--- config.mk ---
export PLATFORM = sky130hd
export DESIGN_NAME = cr_tcipif_dbus_router
export DESIGN_NICKNAME = d
export VERILOG_FILES = /design/src/rtl/cr_tcipif_pkg.sv /design/src/rtl/cr_tcipif_addr_dec.sv /design/src/rtl/cr_tcipif_dbus_router.sv
export SDC_FILE = /design/constraint.sdc
export NUM_CORES = 1
export LEC_CHECK = 0
export ABC_AREA = 1
export BUFFER_PORTS_ARGS = -buffer_cell sky130_fd_sc_hd__buf_2
export CAP_MARGIN = 20
export CORE_MARGIN = 5
export CORE_UTILIZATION = 30
export CTS_CLUSTER_SIZE = 30
export DETAILED_ROUTE_END_ITERATION = 10
export GPL_ROUTABILITY_DRIVEN = 0
export HOLD_SLACK_MARGIN = 0.1
export PLACE_DENSITY = 0.73
export SLEW_MARGIN = 0
export SYNTH_ARGS = -nofsm -noshare
export SYNTH_HDL_FRONTEND = slang
export SYNTH_SLANG_ARGS = --single-unit
--- constraint.sdc ---
create_clock -name forever_cpuclk -period 1.4 [get_ports forever_cpuclk]
set_input_delay 0.35 -clock forever_cpuclk [delete_from_list [all_inputs] [get_ports forever_cpuclk]]
set_output_delay 0.35 -clock forever_cpuclk [all_outputs]
set_load 0.02 [all_outputs]
--- src/rtl/cr_tcipif_pkg.sv ---
// ----------------------------------------------------------------------------
// cr_tcipif_pkg
// Shared definitions for the TCIP data-bus router and its address decoder:
//   - 2-bit FSM state codes and the state enum built on them
//   - dbus access size codes
//   - default value of the TCIP region tag (dbus addr[31:16])
// ----------------------------------------------------------------------------
package cr_tcipif_pkg;

    // FSM state codes. IDLE is 0 so a reset debug view reads as all-zero.
    localparam logic [1:0] STATE_IDLE   = 2'd0;
    localparam logic [1:0] STATE_ACCESS = 2'd1;
    localparam logic [1:0] STATE_RESP   = 2'd2;
    localparam logic [1:0] STATE_ERR    = 2'd3;

    typedef enum logic [1:0] {
        ST_IDLE   = STATE_IDLE,
        ST_ACCESS = STATE_ACCESS,
        ST_RESP   = STATE_RESP,
        ST_ERR    = STATE_ERR
    } tcip_state_e;

    // dbus size codes
    localparam logic [1:0] SIZE_BYTE = 2'd0;
    localparam logic [1:0] SIZE_HALF = 2'd1;
    localparam logic [1:0] SIZE_WORD = 2'd2;

    // Upper address half that marks the TCIP region
    localparam logic [15:0] TCIP_BASE_HI_DFLT = 16'hE000;

endpackage

--- src/rtl/cr_tcipif_addr_dec.sv ---
// ----------------------------------------------------------------------------
// cr_tcipif_addr_dec
// Combinational window decoder for TCIP slaves. Written bus-agnostic so an
// ibus router can reuse it.
//
// Ports:
//   addr        in   32        byte address
//   supv_mode   in   1         1 = supervisor/machine access
//   acc_deny    in   1         MPU denial, always an error
//   hit_onehot  out  NUM_SLV   one-hot winning window (lowest index wins)
//   dec_err     out  1         deny | no window | user access to supv-only slave
// ----------------------------------------------------------------------------
module cr_tcipif_addr_dec
    import cr_tcipif_pkg::*;
#(
    parameter int                    NUM_SLV       = 4,
    parameter logic [15:0]           TCIP_BASE_HI  = TCIP_BASE_HI_DFLT,
    parameter logic [NUM_SLV*16-1:0] SLV_BASE      = {NUM_SLV{16'h0}},
    parameter logic [NUM_SLV*16-1:0] SLV_MASK      = {NUM_SLV{16'hF000}},
    parameter logic [NUM_SLV-1:0]    SLV_SUPV_ONLY = {NUM_SLV{1'b1}}
) (
    input  logic [31:0]        addr,
    input  logic               supv_mode,
    input  logic               acc_deny,
    output logic [NUM_SLV-1:0] hit_onehot,
    output logic               dec_err
);

    logic region_ok;
    logic found;
    logic supv_err;

    assign region_ok = (addr[31:16] == TCIP_BASE_HI);

    // Priority encode: the first matching window claims the access, so
    // overlapping windows never yield more than one select bit.
    always_comb begin
        hit_onehot = '0;
        found      = 1'b0;
        for (int i = 0; i < NUM_SLV; i++) begin
            if (!found && region_ok &&
                ((addr[15:0] & SLV_MASK[16*i +: 16]) ==
                 (SLV_BASE[16*i +: 16] & SLV_MASK[16*i +: 16]))) begin
                hit_onehot[i] = 1'b1;
                found         = 1'b1;
            end
        end
    end

    assign supv_err = (|(hit_onehot & SLV_SUPV_ONLY)) & ~supv_mode;
    assign dec_err  = acc_deny | ~found | supv_err;

endmodule

--- src/rtl/cr_tcipif_dbus_router.sv ---
// ----------------------------------------------------------------------------
// cr_tcipif_dbus_router
// Routes one BMU dbus transaction at a time to one of NUM_SLV TCIP slaves.
//
// Handshake: the BMU holds req with stable fields until grnt; grnt is only
// asserted in IDLE and is the single combinational output. After a grant the
// BMU waits for a one-cycle trans_cmplt strobe (with data_vld / acc_err) before
// the next request can be granted. Slaves see a registered one-hot sel held
// until they pulse their cmplt bit; cmplt from an unselected slave is ignored.
//
// Ports:
//   forever_cpuclk / cpurst_b         clock, async active-low reset
//   bmu_tcipif_dbus_*                 request side from the BMU
//   tcipif_bmu_dbus_*                 grant and response back to the BMU
//   tcipif_slv_*                      select and latched command to slaves
//   slv_tcipif_cmplt / _rdata         per-slave completion and read data
//   tcipif_timeout                    pulse when a slave failed to complete
//   tcipif_dbg_state                  current FSM state (cr_tcipif_pkg codes)
// ----------------------------------------------------------------------------
module cr_tcipif_dbus_router
    import cr_tcipif_pkg::*;
#(
    parameter int                    NUM_SLV       = 4,
    parameter logic [15:0]           TCIP_BASE_HI  = TCIP_BASE_HI_DFLT,
    parameter logic [NUM_SLV*16-1:0] SLV_BASE      = {NUM_SLV{16'h0}},
    parameter logic [NUM_SLV*16-1:0] SLV_MASK      = {NUM_SLV{16'hF000}},
    parameter logic [NUM_SLV-1:0]    SLV_SUPV_ONLY = {NUM_SLV{1'b1}},
    parameter int                    TIMEOUT_CYC   = 255,
    parameter int                    CNT_W         = 8
) (
    input  logic                    forever_cpuclk,
    input  logic                    cpurst_b,
    input  logic                    bmu_tcipif_dbus_req,
    input  logic [31:0]             bmu_tcipif_dbus_addr,
    input  logic [1:0]              bmu_tcipif_dbus_size,
    input  logic                    bmu_tcipif_dbus_write,
    input  logic [31:0]             bmu_tcipif_dbus_wdata,
    input  logic                    bmu_tcipif_dbus_supv_mode,
    input  logic                    bmu_tcipif_dbus_acc_deny,
    output logic                    tcipif_bmu_dbus_grnt,
    output logic                    tcipif_bmu_dbus_trans_cmplt,
    output logic                    tcipif_bmu_dbus_data_vld,
    output logic [31:0]             tcipif_bmu_dbus_data,
    output logic                    tcipif_bmu_dbus_acc_err,
    output logic [NUM_SLV-1:0]      tcipif_slv_sel,
    output logic [15:0]             tcipif_slv_addr,
    output logic                    tcipif_slv_write,
    output logic [1:0]              tcipif_slv_size,
    output logic [31:0]             tcipif_slv_wdata,
    input  logic [NUM_SLV-1:0]      slv_tcipif_cmplt,
    input  logic [NUM_SLV*32-1:0]   slv_tcipif_rdata,
    output logic                    tcipif_timeout,
    output logic [1:0]              tcipif_dbg_state
);

    localparam bit              TO_EN   = (TIMEOUT_CYC != 0);
    localparam logic [CNT_W-1:0] TO_LAST = TO_EN ? CNT_W'(TIMEOUT_CYC - 1) : '0;

    tcip_state_e         state_q, state_d;
    logic [NUM_SLV-1:0]  sel_q, sel_d;
    logic [15:0]         addr_q, addr_d;
    logic                write_q, write_d;
    logic [1:0]          size_q, size_d;
    logic [31:0]         wdata_q, wdata_d;
    logic [CNT_W-1:0]    cnt_q, cnt_d;
    logic                cmplt_q, cmplt_d;
    logic                vld_q, vld_d;
    logic [31:0]         data_q, data_d;
    logic                err_q, err_d;
    logic                to_q, to_d;

    logic [NUM_SLV-1:0]  dec_hit;
    logic                dec_err;
    logic                sel_cmplt;
    logic [31:0]         sel_rdata;

    cr_tcipif_addr_dec #(
        .NUM_SLV       (NUM_SLV),
        .TCIP_BASE_HI  (TCIP_BASE_HI),
        .SLV_BASE      (SLV_BASE),
        .SLV_MASK      (SLV_MASK),
        .SLV_SUPV_ONLY (SLV_SUPV_ONLY)
    ) u_addr_dec (
        .addr       (bmu_tcipif_dbus_addr),
        .supv_mode  (bmu_tcipif_dbus_supv_mode),
        .acc_deny   (bmu_tcipif_dbus_acc_deny),
        .hit_onehot (dec_hit),
        .dec_err    (dec_err)
    );

    // sel_q is one-hot (or zero), so an AND-OR mux is enough.
    always_comb begin
        sel_rdata = '0;
        for (int i = 0; i < NUM_SLV; i++) begin
            if (sel_q[i]) begin
                sel_rdata = sel_rdata | slv_tcipif_rdata[32*i +: 32];
            end
        end
    end

    assign sel_cmplt = |(slv_tcipif_cmplt & sel_q);

    // Response strobes default low every cycle; they are set only on the
    // transition into RESP/ERR so they appear for exactly that one cycle.
    always_comb begin
        state_d = state_q;
        sel_d   = sel_q;
        addr_d  = addr_q;
        write_d = write_q;
        size_d  = size_q;
        wdata_d = wdata_q;
        cnt_d   = cnt_q;
        cmplt_d = 1'b0;
        vld_d   = 1'b0;
        data_d  = '0;
        err_d   = 1'b0;
        to_d    = 1'b0;
        case (state_q)
            ST_IDLE: begin
                cnt_d = '0;
                if (bmu_tcipif_dbus_req) begin
                    addr_d  = bmu_tcipif_dbus_addr[15:0];
                    write_d = bmu_tcipif_dbus_write;
                    size_d  = bmu_tcipif_dbus_size;
                    wdata_d = bmu_tcipif_dbus_wdata;
                    if (dec_err) begin
                        state_d = ST_ERR;
                        cmplt_d = 1'b1;
                        err_d   = 1'b1;
                    end else begin
                        state_d = ST_ACCESS;
                        sel_d   = dec_hit;
                    end
                end
            end
            ST_ACCESS: begin
                // Completion is checked first so it beats a same-cycle timeout.
                if (sel_cmplt) begin
                    state_d = ST_RESP;
                    sel_d   = '0;
                    cnt_d   = '0;
                    cmplt_d = 1'b1;
                    vld_d   = ~write_q;
                    data_d  = write_q ? 32'h0 : sel_rdata;
                end else if (TO_EN && (cnt_q == TO_LAST)) begin
                    // Timeout pulse is registered, so it lines up with the
                    // error strobe in the ERR cycle.
                    state_d = ST_ERR;
                    sel_d   = '0;
                    cnt_d   = '0;
                    cmplt_d = 1'b1;
                    err_d   = 1'b1;
                    to_d    = 1'b1;
                end else if (TO_EN) begin
                    cnt_d = cnt_q + CNT_W'(1);
                end
            end
            ST_RESP: begin
                state_d = ST_IDLE;
            end
            ST_ERR: begin
                state_d = ST_IDLE;
                cnt_d   = '0;
            end
            default: begin
                state_d = ST_IDLE;
                sel_d   = '0;
                cnt_d   = '0;
            end
        endcase
    end

    always_ff @(posedge forever_cpuclk or negedge cpurst_b) begin
        if (!cpurst_b) begin
            state_q <= ST_IDLE;
            sel_q   <= '0;
            addr_q  <= '0;
            write_q <= 1'b0;
            size_q  <= '0;
            wdata_q <= '0;
            cnt_q   <= '0;
            cmplt_q <= 1'b0;
            vld_q   <= 1'b0;
            data_q  <= '0;
            err_q   <= 1'b0;
            to_q    <= 1'b0;
        end else begin
            state_q <= state_d;
            sel_q   <= sel_d;
            addr_q  <= addr_d;
            write_q <= write_d;
            size_q  <= size_d;
            wdata_q <= wdata_d;
            cnt_q   <= cnt_d;
            cmplt_q <= cmplt_d;
            vld_q   <= vld_d;
            data_q  <= data_d;
            err_q   <= err_d;
            to_q    <= to_d;
        end
    end

    assign tcipif_bmu_dbus_grnt        = (state_q == ST_IDLE) & bmu_tcipif_dbus_req;
    assign tcipif_bmu_dbus_trans_cmplt = cmplt_q;
    assign tcipif_bmu_dbus_data_vld    = vld_q;
    assign tcipif_bmu_dbus_data        = data_q;
    assign tcipif_bmu_dbus_acc_err     = err_q;
    assign tcipif_slv_sel              = sel_q;
    assign tcipif_slv_addr             = addr_q;
    assign tcipif_slv_write            = write_q;
    assign tcipif_slv_size             = size_q;
    assign tcipif_slv_wdata            = wdata_q;
    assign tcipif_timeout              = to_q;
    assign tcipif_dbg_state            = state_q;

endmodule

==> impl_metrics.tcl <==
set metrics [dict create \
    rows 44 \
    worst-setup-path-type "reg -> out" \
    grt_pass1_vias 4907 \
    min_period_ns 1.54 \
    crit_family "flip-flops" \
    netlist_instances 518 \
    drt_first_pass_iters 4 \
    crit_start "tcipif_dbg_state[1]" \
    grt_max_degree 52 \
    crit_required_ns 1.05 \
    power_mw 11.4 \
    die_y_um 131 \
    vias 4715 \
    slew_viol_final 0 \
    synth.area.top_cells "dfrtp_1 (57%), nand2_1 (21%), o21ai_0 (3.9%)" \
    r2r-end "tcipif_bmu_dbus_data[3]" \
    cellLeakagePower_nw 3.79 \
    routed.top_layer "met4" \
    irDropWorstVdd_mv 0.700 \
    antenna_cells 0 \
    worstPathCellList "inv_2 -> ha_4 -> nand2_4 -> clkinv_4 -> buf_6" \
    drt-initial-drc-count 211 \
    fin_cells 1036 \
    synth_top_cell_area_share 0.568 \
    syn-num-nets 727 \
    clock_sinks 100 \
    wl_met1_um 6150 \
    fp.dieW_um 131 \
    grt_antenna_before_repair 0 \
    ant_nets 0 \
    synth.distinct_cells 29 \
    synthFlopType "dfrtp_1" \
    finalWorstSetupSlack_ns -0.143 \
    mostFrequentLayoutCells "buf_2 (290), nand2_1 (240), dfrtp_1 (94)" \
    synth.largest_area_cell "dfrtp_1" \
    wl_met3_um 1340 \
    die_area_um2 17200 \
    coreArea_um2 14500 \
    status "complete, but fails checks" \
    startpoint_type "flop" \
    max_stage_delay_ns 0.41 \
    clk_path_buf_depth 2 \
    wl_um 15800 \
    place_area_um2 6260 \
    tns_ns -3.39 \
    cts_tree "built" \
    drt-wirelength-per-cell_um 15.2 \
    synth-seq-cells 100 \
    drive_gt1_frac 0.491 \
    grtUsageTotal 0.178 \
    htreeDepth 3 \
    fmax_mhz 648 \
    mostFrequentLayoutCell "buf_2" \
    critPathSlowestCell "dfrtp_2" \
    dp.cells 994 \
    endpoint "tcipif_bmu_dbus_grnt" \
    area.growth.synth_to_final_pct 61.4 \
    cts_buffers 9 \
    start_util 0.304 \
    crit_arrival_ns 1.19 \
    rsz0062_at_grt "true" \
    postSynthAreaPerCell_um2 8.50 \
    netlist_area_um2 4410 \
    timing.max_cap.violations 0 \
    grt_pass1_wl_um 24700 \
    post-place-ws_ns -0.0751 \
    fin_util 0.491 \
    cp_max_fo 2 \
    overflow 0 \
    worst_clock_skew_ns 0.0116 \
    yosysSeqAreaShare 0.568 \
    hold_slack_ns 0.201 \
    r2r.worst_path.cells 7 \
    synth_enable_flop_cells 0 \
    ys_warn_count 0 \
    failed_checks "setup timing" \
    hpwl_um 11100 \
    finalHoldViolCount 0 \
    end_kind "output port" \
    hold_class "in -> reg" \
    wl_met2_um 7910 \
    final_cell_area_um2 7110 \
    cellPowerDensity_nw_per_um2 1610 \
    cp.depth 5 \
    avgViaCountPerCell 4.55 \
    num_io_pins 298 \
    cts-root-buf "clkbuf_16" \
    remaining_drc_errors 0 \
    place.port_buffers 297 \
    clkTransAtPathRegs_ns 0.07 \
    finalCritPeriodShare 1.10 \
    final_nets 1056 \
    worstMarginPinSlew_ns 0.358 \
    relSlewSlack 0.759 \
    clock_latency_ns 0.34 \
    rr_startpoint "tcipif_dbg_state[0]" \
    worst-path-buf-inv 3 \
    async_flop_share 1.00 \
    r2r_setup_slack_ns -0.12 \
    finalSetupViolCount 46 \
]
==> worst register-to-register path, stage by stage (launching register included) <==
cell and delay (ns):
dfrtp_2 0.39, buf_4 0.12, ha_2 0.21, inv_1 0.09, nor3_4 0.20, inv_2 0.06
buf_12 0.17, a31oi_2 0.20
==> cells by family (layout without fill, tap and decap cells) <==
logic type,count (synthesis),after routing,synth area share
buffers and inverters,42,376,0.0437
AO/OA/AOI/OAI,76,76,0.106
adder cells (fa/ha/maj),5,5,0.0142
AND/OR/NAND/NOR,292,292,0.262
XOR/XNOR,3,3,0.00597
flip-flops,100,100,0.568
==> layout make-up <==
type	count	area, um2
fillers	1364	7370
flip-flops and latches	100	2510
repair buffers	343	2090
multi-input cells	376	1900
clock buffers	10	239
well taps	184	230
clock inverters	6	72.6
inverters	17	71.3
==> per-layer routing <==
metal	global-route usage	up-vias
li1	-	2313
met4	0.0739	0
met2	0.307	230
met3	0.0516	22
met5	0	-
met1	0.205	2150
==> synth_stat cells, types with 2 or more instances <==
cell type  instances
a21oi_1            5
xor2_1             2
inv_2              2
a31oi_1           26
o22ai_1            2
nor2_4             2
nand4_1            3
clkbuf_1          14
buf_2              7
nor2_1            26
a31oi_2            6
dfrtp_1          100
nand2_1          250
nand3_1            3
o21ai_0           34
ha_1               5
inv_1             14
a21boi_0           2
buf_6              3
nand2_2            3
==> worst min path at each step <==
stage               cells past startpoint  slack [ns]              endpoint                      start
floorplan                               0        0.05              cnt_q[0]                   cpurst_b
global placement                        1        0.21   tcipif_slv_wdata[6]                   cpurst_b
CTS                                     3        0.18  tcipif_slv_wdata[28]  bmu_tcipif_dbus_wdata[28]
global route                            3        0.19  tcipif_slv_wdata[29]  bmu_tcipif_dbus_wdata[29]
detailed placement                      1        0.21   tcipif_slv_wdata[6]                   cpurst_b
finish                                  3        0.20  tcipif_slv_wdata[30]  bmu_tcipif_dbus_wdata[30]
==> registers in the layout, indices dropped and copies added (netlist names) <==
| signal | cells |
|---|---|
| tcipif_dbg_state | 2 |
| tcipif_slv_size | 2 |
| tcipif_slv_sel | 3 |
| tcipif_slv_wdata | 32 |
| tcipif_slv_write | 1 |
| tcipif_bmu_dbus_data_vld | 1 |
| tcipif_slv_addr | 16 |
| tcipif_bmu_dbus_data | 32 |
| cnt_q | 8 |
| tcipif_timeout | 1 |
| tcipif_bmu_dbus_trans_cmplt | 1 |
| tcipif_bmu_dbus_acc_err | 1 |
==> power breakdown <==
part	switching [mW]	internal, mW	total, mW	leakage [nW]
combinational	2.94	1.84	4.78	2.34
sequential	0.416	3.68	4.09	1.30
clock	1.12	1.45	2.57	0.143
total	4.47	6.97	11.4	3.79
==> what timing repair did <==
item                                    4_1_cts  5_1_grt
hold endpoints to repair                     10        0
gates cloned                                  4        0
endpoints found under the setup margin       47       57
resized for setup                            44       32
buffers inserted                             18        7
pin swaps                                    10       21
hold buffers                                  1        0
Note: power is estimated with default switching activity, not from simulation.
